==> src/rtl/pipe_skid_reg.sv <==
`default_nettype none
// ============================================================================
//  Module   : pipe_skid_reg
//  Purpose  : Pipeline stage register with a valid/ready handshake, a
//             synchronous flush and a one-entry skid buffer. Outputs come
//             straight from flops and in_ready depends only on held state
//             (and rst), so there is no combinational path from out_ready
//             to in_ready. Throughput is one beat per cycle.
//  Ports    :
//    clk        in   clock, rising edge
//    rst        in   synchronous reset, active low
//    flush      in   synchronous squash of all held entries
//    in_valid   in   upstream has data
//    in_ready   out  stage can accept data this cycle
//    in_data    in   upstream payload [WIDTH-1:0]
//    out_valid  out  out_data holds a valid entry
//    out_ready  in   downstream consumes this cycle
//    out_data   out  oldest held payload [WIDTH-1:0]
//    occupancy  out  number of held entries (0..2)
//  Revision : 1.0  initial release
// ============================================================================
module pipe_skid_reg #(
    parameter int unsigned          WIDTH     = 32,
    parameter logic [WIDTH-1:0]     RESET_VAL = '0
) (
    input  logic             clk,
    input  logic             rst,
    input  logic             flush,
    input  logic             in_valid,
    output logic             in_ready,
    input  logic [WIDTH-1:0] in_data,
    output logic             out_valid,
    input  logic             out_ready,
    output logic [WIDTH-1:0] out_data,
    output logic [1:0]       occupancy
);

    // Storage. The pair {r_main_vld, r_skid_vld} doubles as the state:
    // 00 EMPTY, 10 ONE, 11 FULL. 01 cannot be reached because the skid is
    // only filled while main is valid and is always drained into main.
    logic [WIDTH-1:0] r_main_data;
    logic [WIDTH-1:0] r_skid_data;
    logic             r_main_vld;
    logic             r_skid_vld;

    logic             w_accept;
    logic             w_pop;

    // Readiness is purely a function of the skid flop, which keeps the
    // upstream ready path free of any downstream logic. rst gates it so no
    // beat is considered accepted during a reset edge.
    assign in_ready  = rst & ~r_skid_vld;
    assign w_accept  = in_valid & in_ready;
    assign w_pop     = r_main_vld & out_ready;

    assign out_valid = r_main_vld;
    assign out_data  = r_main_data;
    assign occupancy = {1'b0, r_main_vld} + {1'b0, r_skid_vld};

    always_ff @(posedge clk) begin
        if (!rst) begin
            r_main_vld  <= 1'b0;
            r_skid_vld  <= 1'b0;
            r_main_data <= RESET_VAL;
            r_skid_data <= RESET_VAL;
        end else if (flush) begin
            // Squash only the valid bits; payload flops keep their contents.
            // Any handshake completing this cycle is discarded.
            r_main_vld <= 1'b0;
            r_skid_vld <= 1'b0;
        end else if (!r_main_vld) begin
            // EMPTY: a new beat goes straight into main.
            if (w_accept) begin
                r_main_data <= in_data;
                r_main_vld  <= 1'b1;
            end
        end else if (!r_skid_vld) begin
            // ONE
            if (w_accept && w_pop) begin
                r_main_data <= in_data;
            end else if (w_accept) begin
                // Downstream stalled: park the in-flight beat in the skid.
                r_skid_data <= in_data;
                r_skid_vld  <= 1'b1;
            end else if (w_pop) begin
                r_main_vld <= 1'b0;
            end
        end else begin
            // FULL: in_ready is low, so only a pop can change state.
            if (w_pop) begin
                r_main_data <= r_skid_data;
                r_skid_vld  <= 1'b0;
            end
        end
    end

endmodule
`default_nettype wire

==> config.mk <==
export PLATFORM = sky130hd
export DESIGN_NAME = pipe_skid_reg
export DESIGN_NICKNAME = d
export VERILOG_FILES = /design/src/rtl/pipe_skid_reg.sv
export SDC_FILE = /design/constraint.sdc
export NUM_CORES = 1
export LEC_CHECK = 0
export ABC_AREA = 1
export BUFFER_PORTS_ARGS = -buffer_cell sky130_fd_sc_hd__clkbuf_2
export CAP_MARGIN = 20
export CORE_ASPECT_RATIO = 1.4
export CORE_MARGIN = 4
export CORE_UTILIZATION = 50
export CTS_CLUSTER_DIAMETER = 80
export DETAILED_ROUTE_END_ITERATION = 12
export PLACE_DENSITY = 0.81
export SLEW_MARGIN = 20
export SYNTH_ARGS = -nofsm -noshare
export SYNTH_HDL_FRONTEND = slang
export SYNTH_SLANG_ARGS = --single-unit
==> constraint.sdc <==
create_clock -name clk -period 3.6 [get_ports clk]
set_input_delay 0.9 -clock clk [delete_from_list [all_inputs] [get_ports clk]]
set_output_delay 0.9 -clock clk [all_outputs]
set_load 0.05 [all_outputs]
==> flow_summary.json, run 1 <==
{
  "start_util": 0.511,
  "drc_errors": 0,
  "synth_top_family_by_area": "simple AND/OR/NAND/NOR gates",
  "rrSetupSlack_ps": 1110,
  "crit_type": "register to primary output",
  "min_period_ps": 2800,
  "cts_sinks": 66,
  "ys_ff_latch": 66,
  "vdd_drop_max_mv": 0.262,
  "num_antenna_cells": 0,
  "yosys.area.top_type_share": 0.393,
  "clock_latency_ps": 340,
  "yosys.cell_types.count": 20,
  "layout_commonest_cell": "nand2_1",
  "power_leakage_nw": 1.99,
  "die_height_um": 105,
  "r2r_cells": 9,
  "synth-simple-area-share": 0.488,
  "detail_route.vias_per_cell": 5.08,
  "cts_tree": "yes",
  "regArea_um2": 1320,
  "yosysSeqAreaShare": 0.393,
  "dp_hpwl_um": 5180,
  "cp-end-kind": "primary output",
  "placed_area_um2": 3660,
  "min_delay_path_depth": 2,
  "drv_cap": 0,
  "finalPower_mw": 1.68,
  "grt_usage": 0.205,
  "io_pins": 73,
  "fin_skew_ps": 7.65,
  "cts-root-buf": "clkbuf_8",
  "n_fill_cell": 629,
  "rsz0062_at_grt": "false",
  "first_pass_iters": 4,
  "crit_required_ps": 2700,
  "synth_area_leaders": "dfxtp_1 (39%), nand2_1 (15%), nor2_1 (15%)",
  "syn_nets": 555,
  "critPathMaxFanout": 17,
  "finalCritPeriodShare": 0.777,
  "most-common-layout-cells": "nand2_1 (136), nor2_1 (130), clkbuf_2 (72), dfxtp_1 (66), nand3_1 (64)",
  "grt-ovfl-total": 0,
  "critPathBufInv": 3,
  "ctsLongestPathBuffers": 2,
  "fin_nets": 609,
  "wirelength_um": 8050,
  "grt_pass1_wl_um": 13800,
  "start_kind": "register",
  "ant_nets": 0,
  "cp_slowest_cell": "dfxtp_1",
  "min_path_type": "register to register",
  "synth_area_um2": 3360,
  "cp.depth": 4,
  "clk_pin_slew_worst_paths_ps": 70,
  "cts_resized": 0,
  "grt_max_degree": 66,
  "die_x_um": 77.3,
  "worstMarginPinSlew_ps": 824,
  "setup_viol": 0,
  "synth_fa_ha_area_frac": 0.00745,
  "crit_family": "flip-flops",
  "yosysTopAreaCell": "dfxtp_1",
  "core_um2": 6570,
  "multiInputGateArea_um2": 1680,
  "crit_chain": "clkinv_2, ha_1, inv_1, clkbuf_2",
  "fp.dieArea_um2": 8110,
  "synth_compound_area_frac": 0.00410,
  "synthXorXnorAreaFrac": 0,
  "wl_per_cell_um": 12.4,
  "numCtsBuffers": 9,
  "slew_violations": 0,
  "drive_gt1_frac": 0.181,
  "grt_pass1_vias": 3048,
  "cpPeakStageDelay_ps": 700,
  "clock.fmax_mhz": 357,
  "cp_data_arrival_time_ps": 1900,
  "syn_inst": 516,
  "synth_edf_count": 0,
  "hold_ws_ps": 470,
  "setup_tns_ps": 0,
  "antenna_found_initial": 0,
  "drt-initial-drc-count": 363,
  "routabilityCongestion": 0.852,
  "power_density_nw_per_um2": 435,
  "synthMuxAreaShare": 0,
  "io_buffer_count": 72,
  "synthArstFlopShare": 0,
  "avgSynthCellArea_um2": 6.51,
  "hold_viol_final": 0,
  "cts-htree-levels": 3,
  "fin_area_um2": 3870,
  "postCtsSetupBuffers": 0,
  "ctsHoldBuffers": 0,
  "num_rows": 35,
  "ys_warn_count": 0,
  "yosys_most_used_dff": "dfxtp_1",
  "syn_to_final_growth_pct": 15.1,
  "status": "finished clean",
  "via_count": 3300,
  "slew_headroom": 0.449
}
final timing paths:
path,from,to
hold / removal,r_skid_data[10]$_SDFFE_PN0P_,r_skid_data[10]$_SDFFE_PN0P_
setup / recovery,r_skid_vld$_SDFFE_PP0P_,occupancy[0]
hold reg to reg,r_skid_data[10]$_SDFFE_PN0P_,r_skid_data[10]$_SDFFE_PN0P_
setup reg to reg,r_skid_vld$_SDFFE_PP0P_,out_data[20]$_SDFFE_PN0P_
power by group:
| part | switching, mW | total, mW | leakage [nW] | internal [mW] |
|---|---|---|---|---|
| Combinational | 0.194 | 0.272 | 1.36 | 0.0780 |
| Clock | 0.284 | 0.640 | 0.0986 | 0.357 |
| Sequential | 0.0133 | 0.768 | 0.536 | 0.755 |
| Total | 0.491 | 1.68 | 1.99 | 1.19 |
tightest hold or removal path, delay by kind of cell (launching register included):
kind	cells	cell delay, ps
flip-flops	1	330
AND/OR/NAND/NOR	2	110
metrics by stage:
stage                     setup WS (ps)   util  instances
after floorplan                     655      -        516
after global placement             1170  0.557        633
after detailed placement           1110  0.557        633
after CTS                           802  0.588        649
after global routing                667  0.589        649
final                               802  0.589        649
synthesized netlist by cell type, types with 2 or more instances:
| cell | number |
|---|---|
| nand3_1 | 64 |
| nor2_1 | 131 |
| nand2_1 | 137 |
| nor2_4 | 2 |
| ha_1 | 2 |
| dfxtp_1 | 66 |
| buf_6 | 7 |
| inv_1 | 38 |
| clkbuf_1 | 7 |
| buf_1 | 6 |
| buf_2 | 16 |
| nand3b_1 | 32 |
metal layers:
layer	GRT usage	share of wire	vias to the layer above
met1	0.252	0.41	1494
li1	-	-	1687
met2	0.341	0.50	104
met4	0.103	0.023	0
met3	0.0345	0.066	15
met5	0	0	-
layout make-up:
cell class / instances / area share
clock buffer: 12 / 0.0401
clock inverter: 4 / 0.0129
inverter: 40 / 0.0392
multi-input combinational: 374 / 0.435
sequential: 66 / 0.342
tap: 74 / 0.0239
timing repair buffer: 79 / 0.107
logic make-up (layout without fill, tap and decap cells):
logic type	Yosys count	in the layout
AO/OA/AOI/OAI	2	2
adder cells (fa/ha/maj)	2	2
buffers and inverters	76	135
flip-flops	66	66
AND/OR/NAND/NOR	370	370
sequential cells by signal, indices dropped and copies added, names as in the netlist:
name,flops
out_valid,1
r_skid_vld,1
out_data,32
r_skid_data,32
No activity file was read; power rests on OpenSTA's default activity.
==> run 2: changes to the inputs <==
clock period = 2.64 ns   (was 3.6 ns; I/O delays follow)
==> run 2 against run 1 <==
Compared with the run above:
- wire length increased by 1.6%
- flip-flop and latch count unchanged
- sequential power increased by 37%
- largest cell class unchanged
- global-route usage increased by 0.51 points
- highest routed layer unchanged
- first-iteration DRC count decreased by 30%
==> flow_summary.json, run 2 (synthesized netlist as in run 1, its figures left out) <==
{
  "num_rows": 35,
  "grt_pass1_vias": 3119,
  "start_util": 0.511,
  "fin_nets": 614,
  "clk_pin_slew_worst_paths_ps": 70,
  "die_height_um": 105,
  "ctsHoldBuffers": 0,
  "postCtsSetupBuffers": 0,
  "worstMarginPinSlew_ps": 797,
  "detail_route.vias_per_cell": 5.09,
  "grt_usage": 0.210,
  "start_kind": "register",
  "clock_latency_ps": 350,
  "cts-root-buf": "clkbuf_8",
  "multiInputGateArea_um2": 1680,
  "clock.fmax_mhz": 414,
  "num_antenna_cells": 0,
  "cts_tree": "yes",
  "drt-initial-drc-count": 253,
  "power_density_nw_per_um2": 622,
  "dp_hpwl_um": 5530,
  "p_sw_frac": 0.281,
  "placed_area_um2": 3710,
  "vdd_drop_max_mv": 0.320,
  "cts-htree-levels": 3,
  "wirelength_um": 8180,
  "cp_data_arrival_time_ps": 1760,
  "min_path_type": "register to register",
  "fp.dieArea_um2": 8110,
  "io_pins": 73,
  "seqPwrFrac": 0.427,
  "die_x_um": 77.3,
  "core_um2": 6570,
  "slew_violations": 0,
  "power_leakage_nw": 2.04,
  "layout_commonest_cell": "nand2_1",
  "switchingPower_mw": 0.689,
  "critPathMaxFanout": 19,
  "cts_resized": 0,
  "intPower_mw": 1.77,
  "wl_per_cell_um": 12.5,
  "antenna_found_initial": 0,
  "most-common-layout-cells": "nand2_1 (137), nor2_1 (130), clkbuf_2 (72), dfxtp_1 (66), nand3_1 (64)",
  "fin_skew_ps": 10.9,
  "hold_viol_final": 0,
  "setup_viol": 0,
  "dp.cells": 638,
  "cp-end-kind": "primary output",
  "grt-ovfl-total": 0,
  "drv_cap": 0,
  "r2r_cells": 5,
  "p_clk_frac": 0.420,
  "min_period_ps": 2420,
  "numCtsBuffers": 9,
  "regArea_um2": 1320,
  "min_delay_path_depth": 2,
  "rsz0062_at_grt": "false",
  "grt_pass1_wl_um": 14000,
  "slew_headroom": 0.467,
  "crit_required_ps": 1980,
  "finalCritPeriodShare": 0.916,
  "ctsLongestPathBuffers": 2,
  "syn_to_final_growth_pct": 17.6,
  "cts_sinks": 66,
  "drive_gt1_frac": 0.188,
  "combPwrFrac": 0.153,
  "io_buffer_count": 72,
  "setup_tns_ps": 0,
  "ant_nets": 0,
  "drc_errors": 0,
  "n_fill_cell": 655,
  "final_cell_count_no_fill": 654,
  "fin_area_um2": 3950,
  "grt_max_degree": 47,
  "via_count": 3327,
  "status": "finished clean",
  "crit_type": "register to primary output",
  "routabilityCongestion": 0.829,
  "fin_util": 0.601,
  "first_pass_iters": 4
}
[run 2: changes by cell type in the layout (fill, tap and decap cells not counted)]
cell | before | now
clkbuf_8 | 11 | 9
buf_12 | 0 | 1
clkinvlp_4 | 2 | 1
clkbuf_1 | 1 | 0
buf_4 | 7 | 11
nand2_1 | 136 | 137
bufinv_16 | 1 | 3
clkinv_2 | 2 | 3
inv_6 | 0 | 1
nand2_2 | 2 | 1
[run 2: per-stage QoR]
step	worst slack, ps	hold WS [ps]	power [mW]
4_1_cts	246	478	2.47
2_1_floorplan	175	440	1.35
5_1_grt	119	500	2.56
3_5_place_dp	574	459	1.45
3_3_place_gp	646	450	1.44
6_report	223	473	2.46
[run 2: critical path, stage by stage, from the launching register on]
cell and delay (ps):
dfxtp_1 750, ha_1 340, inv_1 50, clkbuf_2 260
[run 2: path summary, 6_finish.rpt]
check / startpoint / slack (ps) / endpoint
worst min-delay path: r_skid_data[22]$_SDFFE_PN0P_ / 470 / r_skid_data[22]$_SDFFE_PN0P_
worst max register to register: out_valid$_SDFF_PP0_ / 540 / r_skid_data[13]$_SDFFE_PN0P_
worst max-delay path: out_valid$_SDFF_PP0_ / 220 / occupancy[0]
worst min register to register: r_skid_data[22]$_SDFFE_PN0P_ / 470 / r_skid_data[22]$_SDFFE_PN0P_
[run 2: per-layer routing]
| metal | share of wire | track usage |
|---|---|---|
| met4 | 0.017 | 0.0751 |
| met2 | 0.51 | 0.374 |
| met5 | 0 | 0 |
| met1 | 0.41 | 0.240 |
| met3 | 0.059 | 0.0526 |
[run 2: power by group through the flow]
stage	clock, mW	combinational, mW	sequential, mW
after floorplan	0	0.171	1.18
after global placement	0	0.371	1.07
after detailed placement	0	0.376	1.07
after CTS	1.04	0.378	1.05
after global routing	1.10	0.412	1.05
final	1.03	0.376	1.05
[run 2: area by class of cell]
type                    instances  area share
clock inverters                 7      0.0295
multi-input cells             374       0.426
repair buffers                 84       0.117
flip-flops and latches         66       0.335
well taps                      74      0.0234
inverters                      40      0.0383
clock buffers                   9      0.0314
==> run 3: changes to the inputs <==
ABC_AREA = unset   (was 1)
PLACE_DENSITY = 0.82   (was 0.81)
==> run 3 against run 2 <==
Compared with the run above:
- count of clock-buffer cells in the layout up 3
- via count down 12%
- non-clock buffer count down 2
- highest routed layer unchanged
- synthesized area down 2.8%
- worst hold slack worse by 16 ps
- sequential share of layout area up 1.5 points
==> flow_summary.json, run 3 <==
{
  "status": "finished clean",
  "die_x_um": 76.3,
  "ant_nets": 0,
  "cts_sinks": 66,
  "slew_headroom": 0.367,
  "syn_inst": 384,
  "io_buffer_count": 72,
  "clk_pin_slew_worst_paths_ps": 70,
  "critPathMaxFanout": 25,
  "fin_skew_ps": 11.0,
  "dp.cells": 495,
  "synthArstFlopShare": 0,
  "synth_area_um2": 3260,
  "drv_cap": 0,
  "first_pass_iters": 4,
  "power_leakage_nw": 1.76,
  "num_rows": 34,
  "combPwrFrac": 0.141,
  "min_period_ps": 2250,
  "ys_warn_count": 0,
  "final_cell_count_no_fill": 510,
  "drive_gt1_frac": 0.228,
  "power_density_nw_per_um2": 569,
  "num_antenna_cells": 0,
  "avgSynthCellArea_um2": 8.50,
  "numCtsBuffers": 9,
  "via_count": 2936,
  "drt-initial-drc-count": 235,
  "slew_violations": 0,
  "wirelength_um": 7640,
  "p_clk_frac": 0.379,
  "clock.fmax_mhz": 444,
  "worstMarginPinSlew_ps": 950,
  "fp.dieArea_um2": 7900,
  "routabilityCongestion": 0.829,
  "die_height_um": 104,
  "wl_per_cell_um": 15.0,
  "min_path_type": "register to register",
  "grt-ovfl-total": 0,
  "yosys_most_used_dff": "dfxtp_1",
  "io_pins": 73,
  "finalCritPeriodShare": 0.853,
  "fin_nets": 473,
  "layout_commonest_cell": "clkbuf_2",
  "post-synth-top-count-cell": "dfxtp_1",
  "drc_errors": 0,
  "crit_required_ps": 1980,
  "ctsHoldBuffers": 0,
  "dpl_worst_slack_ps": 490,
  "cts-htree-levels": 3,
  "synth_commonest_cells": "dfxtp_1 (66), o21ai_0 (56), a21boi_0 (43)",
  "finalPower_mw": 2.16,
  "ys_ff_latch": 66,
  "start_util": 0.518,
  "yosys.cell_types.count": 25,
  "cp_data_arrival_time_ps": 1590,
  "seqPwrFrac": 0.481,
  "grt_max_degree": 81,
  "crit_type": "register to primary output",
  "yosysSeqAreaShare": 0.405,
  "syn_nets": 423,
  "synth_area_leaders": "dfxtp_1 (40%), a21boi_0 (9.9%), mux2i_1 (9.8%)",
  "syn_to_final_growth_pct": 16.1,
  "cts_resized": 0,
  "ctsLongestPathBuffers": 2,
  "setup_viol": 0,
  "yosysTopAreaCell": "dfxtp_1",
  "start_kind": "register",
  "postCtsSetupBuffers": 0,
  "clock_latency_ps": 340,
  "p_sw_frac": 0.271,
  "intPower_mw": 1.57,
  "most-common-layout-cells": "clkbuf_2 (72), dfxtp_1 (64), o21ai_0 (56), a21boi_0 (43), nand2_1 (33)",
  "cts-root-buf": "clkbuf_8",
  "cts_tree": "yes",
  "synth_edf_count": 0,
  "antenna_found_initial": 0,
  "grt_pass1_wl_um": 12900,
  "grt_usage": 0.194,
  "switchingPower_mw": 0.585,
  "rsz0062_at_grt": "false",
  "setup_tns_ps": 0,
  "dp_hpwl_um": 4910,
  "cp-end-kind": "primary output",
  "grt_pass1_vias": 2914,
  "yosys.area.top_type_share": 0.405,
  "hold_viol_final": 0,
  "core_um2": 6300,
  "detail_route.vias_per_cell": 5.76,
  "vdd_drop_max_mv": 0.375,
  "worst_slack_ps": 387
}
[run 3: cell type report]
| class | count | area (µm²) |
|---|---|---|
| flip-flops and latches | 66 | 1320 |
| inverters | 3 | 11.3 |
| fillers | 580 | 2510 |
| clock buffers | 12 | 145 |
| repair buffers | 82 | 435 |
| well taps | 72 | 90.1 |
| multi-input cells | 272 | 1740 |
| clock inverters | 3 | 40.0 |
[run 3: power by group through the flow]
| stage | sequential [mW] | combinational [mW] | clock (mW) |
|---|---|---|---|
| floorplan | 1.14 | 0.138 | 0 |
| global placement | 1.06 | 0.298 | 0 |
| detailed placement | 1.06 | 0.304 | 0 |
| CTS | 1.04 | 0.304 | 0.831 |
| global route | 1.04 | 0.326 | 0.873 |
| finish | 1.04 | 0.304 | 0.817 |
[run 3: worst paths after layout]
path	start	endpoint	slack, ps	cells after the start
min reg2reg	out_data[12]$_SDFFE_PN0P_	out_data[12]$_SDFFE_PN0P_	460	2
max reg2reg	r_skid_vld$_SDFFE_PP0P_	out_data[27]$_SDFFE_PN0P_	520	4
max	r_skid_vld$_SDFFE_PP0P_	occupancy[0]	390	4
min	out_data[12]$_SDFFE_PN0P_	out_data[12]$_SDFFE_PN0P_	460	2
[run 3: critical path, cell delays in order, from the launching register on]
cell      delay, ps
dfxtp_2         560
inv_1           110
ha_1            280
inv_1            50
clkbuf_2        260
[run 3: routing by layer]
metal,vias to the layer above,part of all wire,global-route usage
met5,-,0,0
met1,1386,0.43,0.220
met2,77,0.49,0.329
li1,1457,-,-
met4,0,0.024,0.106
met3,16,0.051,0.0495
[run 3: kinds of logic (layout without fill, tap and decap cells)]
family / count (synthesis) / after routing / share of synthesized area
AO/OA/AOI/OAI: 134 / 134 / 0.258
AND/OR/NAND/NOR: 104 / 104 / 0.165
flip-flops: 66 / 66 / 0.405
buffers and inverters: 46 / 100 / 0.0671
multiplexers: 32 / 32 / 0.0981
adder cells (fa/ha/maj): 2 / 2 / 0.00766
[run 3: metrics by stage]
stage / hold slack [ps] / util / area, µm²
2_1_floorplan: 448 / - / 3260
3_3_place_gp: 446 / 0.572 / 3600
3_5_place_dp: 453 / 0.572 / 3600
4_1_cts: 462 / 0.602 / 3790
5_1_grt: 477 / 0.602 / 3790
6_report: 457 / 0.602 / 3790
